--- src/rtl/clk_rst_pkg.sv ---
// Shared types for the clock/reset sequencer: FSM state encoding and
// lock-loss counter geometry.
package clk_rst_pkg;

  typedef enum logic [2:0] {
    PLL_RESET = 3'd0,
    WAIT_LOCK = 3'd1,
    STABILIZE = 3'd2,
    RELEASE   = 3'd3,
    RUN       = 3'd4
  } seq_state_t;

  localparam int unsigned         LOSS_CNT_W   = 16;
  localparam logic [LOSS_CNT_W-1:0] LOSS_CNT_MAX = '1;

endpackage

--- src/rtl/sync_2ff.sv ---
// Single-bit two-flop synchronizer with asynchronous reset to 0.
// Brings an asynchronous level into the clk domain with two cycles of latency.
module sync_2ff (
  input  logic clk,
  input  logic rst,
  input  logic d,
  output logic q
);

  (* ASYNC_REG = "TRUE" *) logic lk_p0;
  (* ASYNC_REG = "TRUE" *) logic lk_p1;

  // Two back-to-back capture flops; the first may go metastable, the second settles it.
  always_ff @(posedge clk or posedge rst) begin
    if (rst) begin
      lk_p0 <= 1'b0;
      lk_p1 <= 1'b0;
    end else begin
      lk_p0 <= d;
      lk_p1 <= lk_p0;
    end
  end

  assign q = lk_p1;

endmodule

--- src/rtl/clock_reset_sequencer.sv ---
// Clock/reset sequencer: pulses the PLL reset, waits for a stable lock,
// then releases the per-domain resets one at a time in index order.
// Any lock loss after release has begun re-asserts every domain reset and
// is counted in a saturating 16-bit counter.
module clock_reset_sequencer
  import clk_rst_pkg::*;
#(
  parameter int unsigned NUM_DOMAINS        = 4,
  parameter int unsigned PLL_RST_CYCLES     = 64,
  parameter int unsigned LOCK_TIMEOUT       = 65536,
  parameter int unsigned LOCK_STABLE_CYCLES = 1024,
  parameter int unsigned RELEASE_GAP        = 16
) (
  input  logic                   clk,
  input  logic                   rst,
  input  logic                   pll_locked,
  output logic                   pll_rst,
  output logic [NUM_DOMAINS-1:0] domain_rst,
  output logic                   all_ready,
  output logic [LOSS_CNT_W-1:0]  lock_loss_count,
  output logic [2:0]             state_dbg
);

  // One down-counter is shared by every timed state, so it is sized for the
  // longest interval.
  localparam int unsigned MAX_AB  = (PLL_RST_CYCLES > LOCK_TIMEOUT) ? PLL_RST_CYCLES : LOCK_TIMEOUT;
  localparam int unsigned MAX_CD  = (LOCK_STABLE_CYCLES > RELEASE_GAP) ? LOCK_STABLE_CYCLES : RELEASE_GAP;
  localparam int unsigned MAX_ALL = (MAX_AB > MAX_CD) ? MAX_AB : MAX_CD;
  localparam int unsigned CNT_W   = $clog2(MAX_ALL) + 1;
  localparam int unsigned IDX_W   = $clog2(NUM_DOMAINS) + 1;

  localparam logic [CNT_W-1:0] PLL_RST_LOAD = CNT_W'(PLL_RST_CYCLES - 1);
  localparam logic [CNT_W-1:0] TIMEOUT_LOAD = CNT_W'(LOCK_TIMEOUT - 1);
  localparam logic [CNT_W-1:0] STABLE_LOAD  = CNT_W'(LOCK_STABLE_CYCLES - 1);
  localparam logic [CNT_W-1:0] GAP_LOAD     = CNT_W'(RELEASE_GAP - 1);
  localparam logic [IDX_W-1:0] LAST_IDX     = IDX_W'(NUM_DOMAINS - 1);

  seq_state_t       state;
  logic [CNT_W-1:0] cnt;
  logic [IDX_W-1:0] idx;
  logic             lk;

  // Saturating increment for the lock-loss counter.
  function automatic logic [LOSS_CNT_W-1:0] sat_inc(input logic [LOSS_CNT_W-1:0] v);
    return (v == LOSS_CNT_MAX) ? v : v + 1'b1;
  endfunction

  sync_2ff u_lock_sync (
    .clk (clk),
    .rst (rst),
    .d   (pll_locked),
    .q   (lk)
  );

  // Sequencer FSM: state, shared counter, release index and all registered outputs.
  always_ff @(posedge clk or posedge rst) begin
    if (rst) begin
      state           <= PLL_RESET;
      cnt             <= PLL_RST_LOAD;
      idx             <= '0;
      pll_rst         <= 1'b1;
      domain_rst      <= '1;
      all_ready       <= 1'b0;
      lock_loss_count <= '0;
    end else if ((state == RELEASE || state == RUN) && !lk) begin
      // Lock lost after release began: pull every domain back into reset and
      // wait for relock without pulsing the PLL. This wins over any release
      // that would otherwise happen on this edge.
      state           <= WAIT_LOCK;
      cnt             <= TIMEOUT_LOAD;
      idx             <= '0;
      domain_rst      <= '1;
      all_ready       <= 1'b0;
      lock_loss_count <= sat_inc(lock_loss_count);
    end else begin
      case (state)
        PLL_RESET: begin
          if (cnt == '0) begin
            state   <= WAIT_LOCK;
            cnt     <= TIMEOUT_LOAD;
            pll_rst <= 1'b0;
          end else begin
            cnt <= cnt - 1'b1;
          end
        end

        WAIT_LOCK: begin
          if (lk) begin
            state <= STABILIZE;
            cnt   <= STABLE_LOAD;
          end else if (cnt == '0) begin
            state   <= PLL_RESET;
            cnt     <= PLL_RST_LOAD;
            pll_rst <= 1'b1;
          end else begin
            cnt <= cnt - 1'b1;
          end
        end

        STABILIZE: begin
          if (!lk) begin
            // A dropout before release is only a failed qualification, not a loss.
            state <= WAIT_LOCK;
            cnt   <= TIMEOUT_LOAD;
          end else if (cnt == '0) begin
            domain_rst[0] <= 1'b0;
            if (NUM_DOMAINS == 1) begin
              state     <= RUN;
              all_ready <= 1'b1;
            end else begin
              state <= RELEASE;
              idx   <= IDX_W'(1);
              cnt   <= GAP_LOAD;
            end
          end else begin
            cnt <= cnt - 1'b1;
          end
        end

        RELEASE: begin
          if (cnt == '0) begin
            for (int i = 0; i < NUM_DOMAINS; i++) begin
              if (idx == IDX_W'(i)) domain_rst[i] <= 1'b0;
            end
            if (idx == LAST_IDX) begin
              state     <= RUN;
              all_ready <= 1'b1;
            end else begin
              idx <= idx + 1'b1;
            end
            cnt <= GAP_LOAD;
          end else begin
            cnt <= cnt - 1'b1;
          end
        end

        RUN: begin
          state <= RUN;
        end

        default: begin
          state      <= PLL_RESET;
          cnt        <= PLL_RST_LOAD;
          idx        <= '0;
          pll_rst    <= 1'b1;
          domain_rst <= '1;
          all_ready  <= 1'b0;
        end
      endcase
    end
  end

  assign state_dbg = state;

endmodule
--- config.mk ---
export PLATFORM = sky130hd
export DESIGN_NAME = clock_reset_sequencer
export DESIGN_NICKNAME = d
export VERILOG_FILES = /design/src/rtl/clk_rst_pkg.sv /design/src/rtl/sync_2ff.sv /design/src/rtl/clock_reset_sequencer.sv
export SDC_FILE = /design/constraint.sdc
export NUM_CORES = 1
export LEC_CHECK = 0
export CORE_MARGIN = 2
export CORE_UTILIZATION = 52
export CTS_CLUSTER_SIZE = 20
export DETAILED_ROUTE_END_ITERATION = 6
export MAX_ROUTING_LAYER = met4
export PLACE_DENSITY = 0.74
export SLEW_MARGIN = 40
export SYNTH_ARGS = -nofsm -noshare
export SYNTH_HDL_FRONTEND = slang
export SYNTH_SLANG_ARGS = --single-unit
--- constraint.sdc ---
create_clock -name clk -period 2.2 [get_ports clk]
set_clock_uncertainty 0.1 [all_clocks]
set_input_delay 0.22 -clock clk [delete_from_list [all_inputs] [get_ports clk]]
set_output_delay 0.22 -clock clk [all_outputs]
set_load 0.1 [all_outputs]
==> metrics.md <==
| Metric | Value |
|---|---|
| Outcome | `finished, violations left` |
| Failing checks | `setup timing` |
| Tot Pwr | `3.50 mW` |
| WS Path Type | `reg2reg` |
| RSZ-0062 raised after global routing | `true` |
| Port bufs | `27` |
| CP arrival | `2.32 ns` |
| Most common cell in the netlist | `dfrtp_1` |
| Die X-Extent | `79.1 µm` |
| H-tree depth | `2` |
| Final Setup Violations | `3` |
| Fin worst setup slack | `-0.0272 ns` |
| Final Cell Area | `0.00355 mm²` |
| Worst EP required | `2.30 ns` |
| Core Rows | `27` |
| CTS tree | `done` |
| Flops & latches, synth | `47` |
| Worst-Margin Slew | `0.532 ns` |
| Starting Density | `0.535` |
| DR WL/cell | `15.8 µm` |
| ANT cells | `0` |
| LEAKAGE | `1.44 nW` |
| EDFF count, synth | `0` |
| Dominant cells by area after synthesis | `dfrtp_1, dfstp_2, a21oi_1` |
| Top cell type's share of synthesized area | `0.307` |
| Cell taking the most area after synthesis | `dfrtp_1` |
| 1st-iter DRT viols | `260` |
| Post-synth top cells | `dfrtp_1, a21oi_1, nand2_1` |
| DP HPWL | `4730 µm` |
| Final wirelength | `6720 µm` |
| Initial antenna violation count | `0` |
| Vias in the first global route | `2337` |
| Clock buffer count from CTS | `5` |
| Syn avg cell area | `9.51 µm²` |
| Worst-skew pair later-pin latency | `0.31 ns` |
| Startpoint types | `flop` |
| Critical Path Sink Type | `flop` |
| Syn_nets | `319` |
| Non-Filler Instances | `425` |
| Core ar. | `0.00547 mm²` |
| Final net count | `363` |
| Layout cells sized above 1 | `0.312` |
| Max Clk Rate | `449 MHz` |
| Final hold slack | `0.108 ns` |
| Synth Instances | `308` |
| Register Area | `0.00122 mm²` |
| I/O pins | `28` |
| Pwr Density | `986 mW/mm²` |
| Max-Cap Viols | `0` |
| Die area | `0.00625 mm²` |
| Gr busiest metal | `met2` |
| Routability congestion estimate | `0.908` |
| Period utilization | `1.01` |
| Worst VDD drop | `0.00112 V` |
| R2R setup slack | `-0.03 ns` |
| Post-synth ARST share | `1.00` |
| Vias/cell | `5.77` |
| Final Hold Fails | `0` |
| Tightest Hold Check Type | `in2async` |
| GRT met2 Usage | `0.364` |
| 1st-pass router iterations | `4` |
| First-pass GRT wire length | `11100 µm` |
| Area of the multi-input gates | `0.00167 mm²` |
| Reg2reg start | `state_dbg[1]$_DFFE_PP0P_` |
| Number of library cell types mapped by synthesis | `64` |
| Placed instance count | `417` |
| Final core occ | `0.649` |
| Area delta synth->final | `21.1%` |
| Clock Sinks | `47` |
| Final Max Slew Viols | `0` |
| Residual DRC | `0` |
| M1 GR Usage | `0.318` |
| M3 GR Usage | `0.0409` |
| RR Endpoint | `lock_loss_count[13]$_DFFE_PP0P_` |
| Seq/Total Area, Yosys | `0.406` |
| Filler instances | `462` |
| Syn. warnings | `0` |
| Antenna Violating Nets Remaining | `0` |
| Post-CTS setup buffer count | `0` |
| Primary FF master, synth | `dfrtp_1` |
| Die Y | `79.1 µm` |
| Max Fanout on Critical Path | `3` |
| Pin count of the biggest net entering global routing | `37` |
| Total global-route track usage | `0.232` |
| Placed instance area | `0.00341 mm²` |
| Post-Syn Area | `0.00293 mm²` |
| Relative slew slack | `0.642` |
| FF-to-FF path depth | `5` |
| CTS clk-pin slew, worst paths | `0.10 ns` |
| Min cycle time layout | `2.23 ns` |
| Worst-case clock buffer depth | `2` |
| Clock root buffer | `clkbuf_8` |
| Via Count | `2454` |
| Remaining Overflow, GRT | `0` |
## cell usage in the layout, fill, tap and decap left out, drive strengths merged, types with 5 or more instances in the layout
cell type / count
o21ai: 13
nor2b: 5
dfrtp: 36
ha: 8
nand4: 12
a21o: 5
nand3b: 5
dfstp: 11
buf: 50
nor2: 19
a21oi: 32
o211ai: 6
inv: 16
xnor2: 15
clkbuf: 5
nand2: 25
nand3: 8
mux2: 6
## worst max path at each step
stage | startpoint | to | slack (ns) | cells after the start
global placement | cnt[0]$_DFFE_PP1P_ | cnt[8]$_DFFE_PP0P_ | 0.04 | 7
finish | state_dbg[1]$_DFFE_PP0P_ | lock_loss_count[13]$_DFFE_PP0P_ | -0.03 | 5
CTS | state_dbg[1]$_DFFE_PP0P_ | lock_loss_count[9]$_DFFE_PP0P_ | -0.04 | 6
detailed placement | cnt[0]$_DFFE_PP1P_ | cnt[8]$_DFFE_PP0P_ | -0.01 | 7
global route | state_dbg[1]$_DFFE_PP0P_ | lock_loss_count[9]$_DFFE_PP0P_ | -0.13 | 6
floorplan | state_dbg[0]$_DFFE_PP0P_ | lock_loss_count[15]$_DFFE_PP0P_ | -0.25 | 6
## through the flow
| step | worst slack, ns | setup TNS, ns |
|---|---|---|
| 6_report | -0.0272 | -0.0505 |
| 5_1_grt | -0.132 | -0.478 |
| 4_1_cts | -0.0439 | -0.108 |
| 3_5_place_dp | -0.0113 | -0.0131 |
| 3_3_place_gp | 0.0389 | 0 |
| 2_1_floorplan | -0.246 | -1.26 |
## cell type report
type,count,share of cell area
tap,72,0.0254
multi-input combinational,231,0.471
clock buffer,5,0.0194
clock inverter,3,0.00670
timing repair buffer,52,0.118
inverter,15,0.0159
sequential,47,0.344
## where the power goes
| group | switching [mW] | internal [mW] | total (mW) |
|---|---|---|---|
| clock network | 0.320 | 0.228 | 0.548 |
| registers | 0.287 | 1.14 | 1.42 |
| logic | 1.03 | 0.502 | 1.53 |
## kinds of logic (layout without fill, tap and decap cells)
kind of cell,after synthesis,count (layout),share of synthesized area
xor+xnor,19,19,0.0568
buf+inv,30,75,0.0410
compound gates,81,81,0.187
flops,47,47,0.406
mux,10,10,0.0367
simple gates,113,113,0.238
fa+ha+maj,8,8,0.0342
## state kept, by name, summed over array words and instances (netlist names)
register and cells:
pll_rst 1, idx 3, cnt 17, state_dbg 3, lock_loss_count 16, all_ready 1
u_lock_sync.q 1, u_lock_sync.lk_p0 1, domain_rst 4
## routing by layer
metal | vias to the layer above | wire length, µm
li1 | 1200 | -
met1 | 1187 | 3090
met2 | 58 | 3190
met3 | 9 | 358
met4 | 0 | 85
met5 | - | 0
## worst max-delay path: stages (launching register included)
cell       delay (ns)
dfrtp_4          0.49
or3b_4           0.42
a2111oi_4        0.39
nand4_2          0.22
nor2_1           0.17
mux2_1           0.33
## what timing repair did
action	4_1_cts	5_1_grt
endpoints found under the setup margin	5	9
hold buffers	0	0
pin swaps	0	2
gates resized for setup	1	8
No activity file was read; power rests on OpenSTA's default activity.
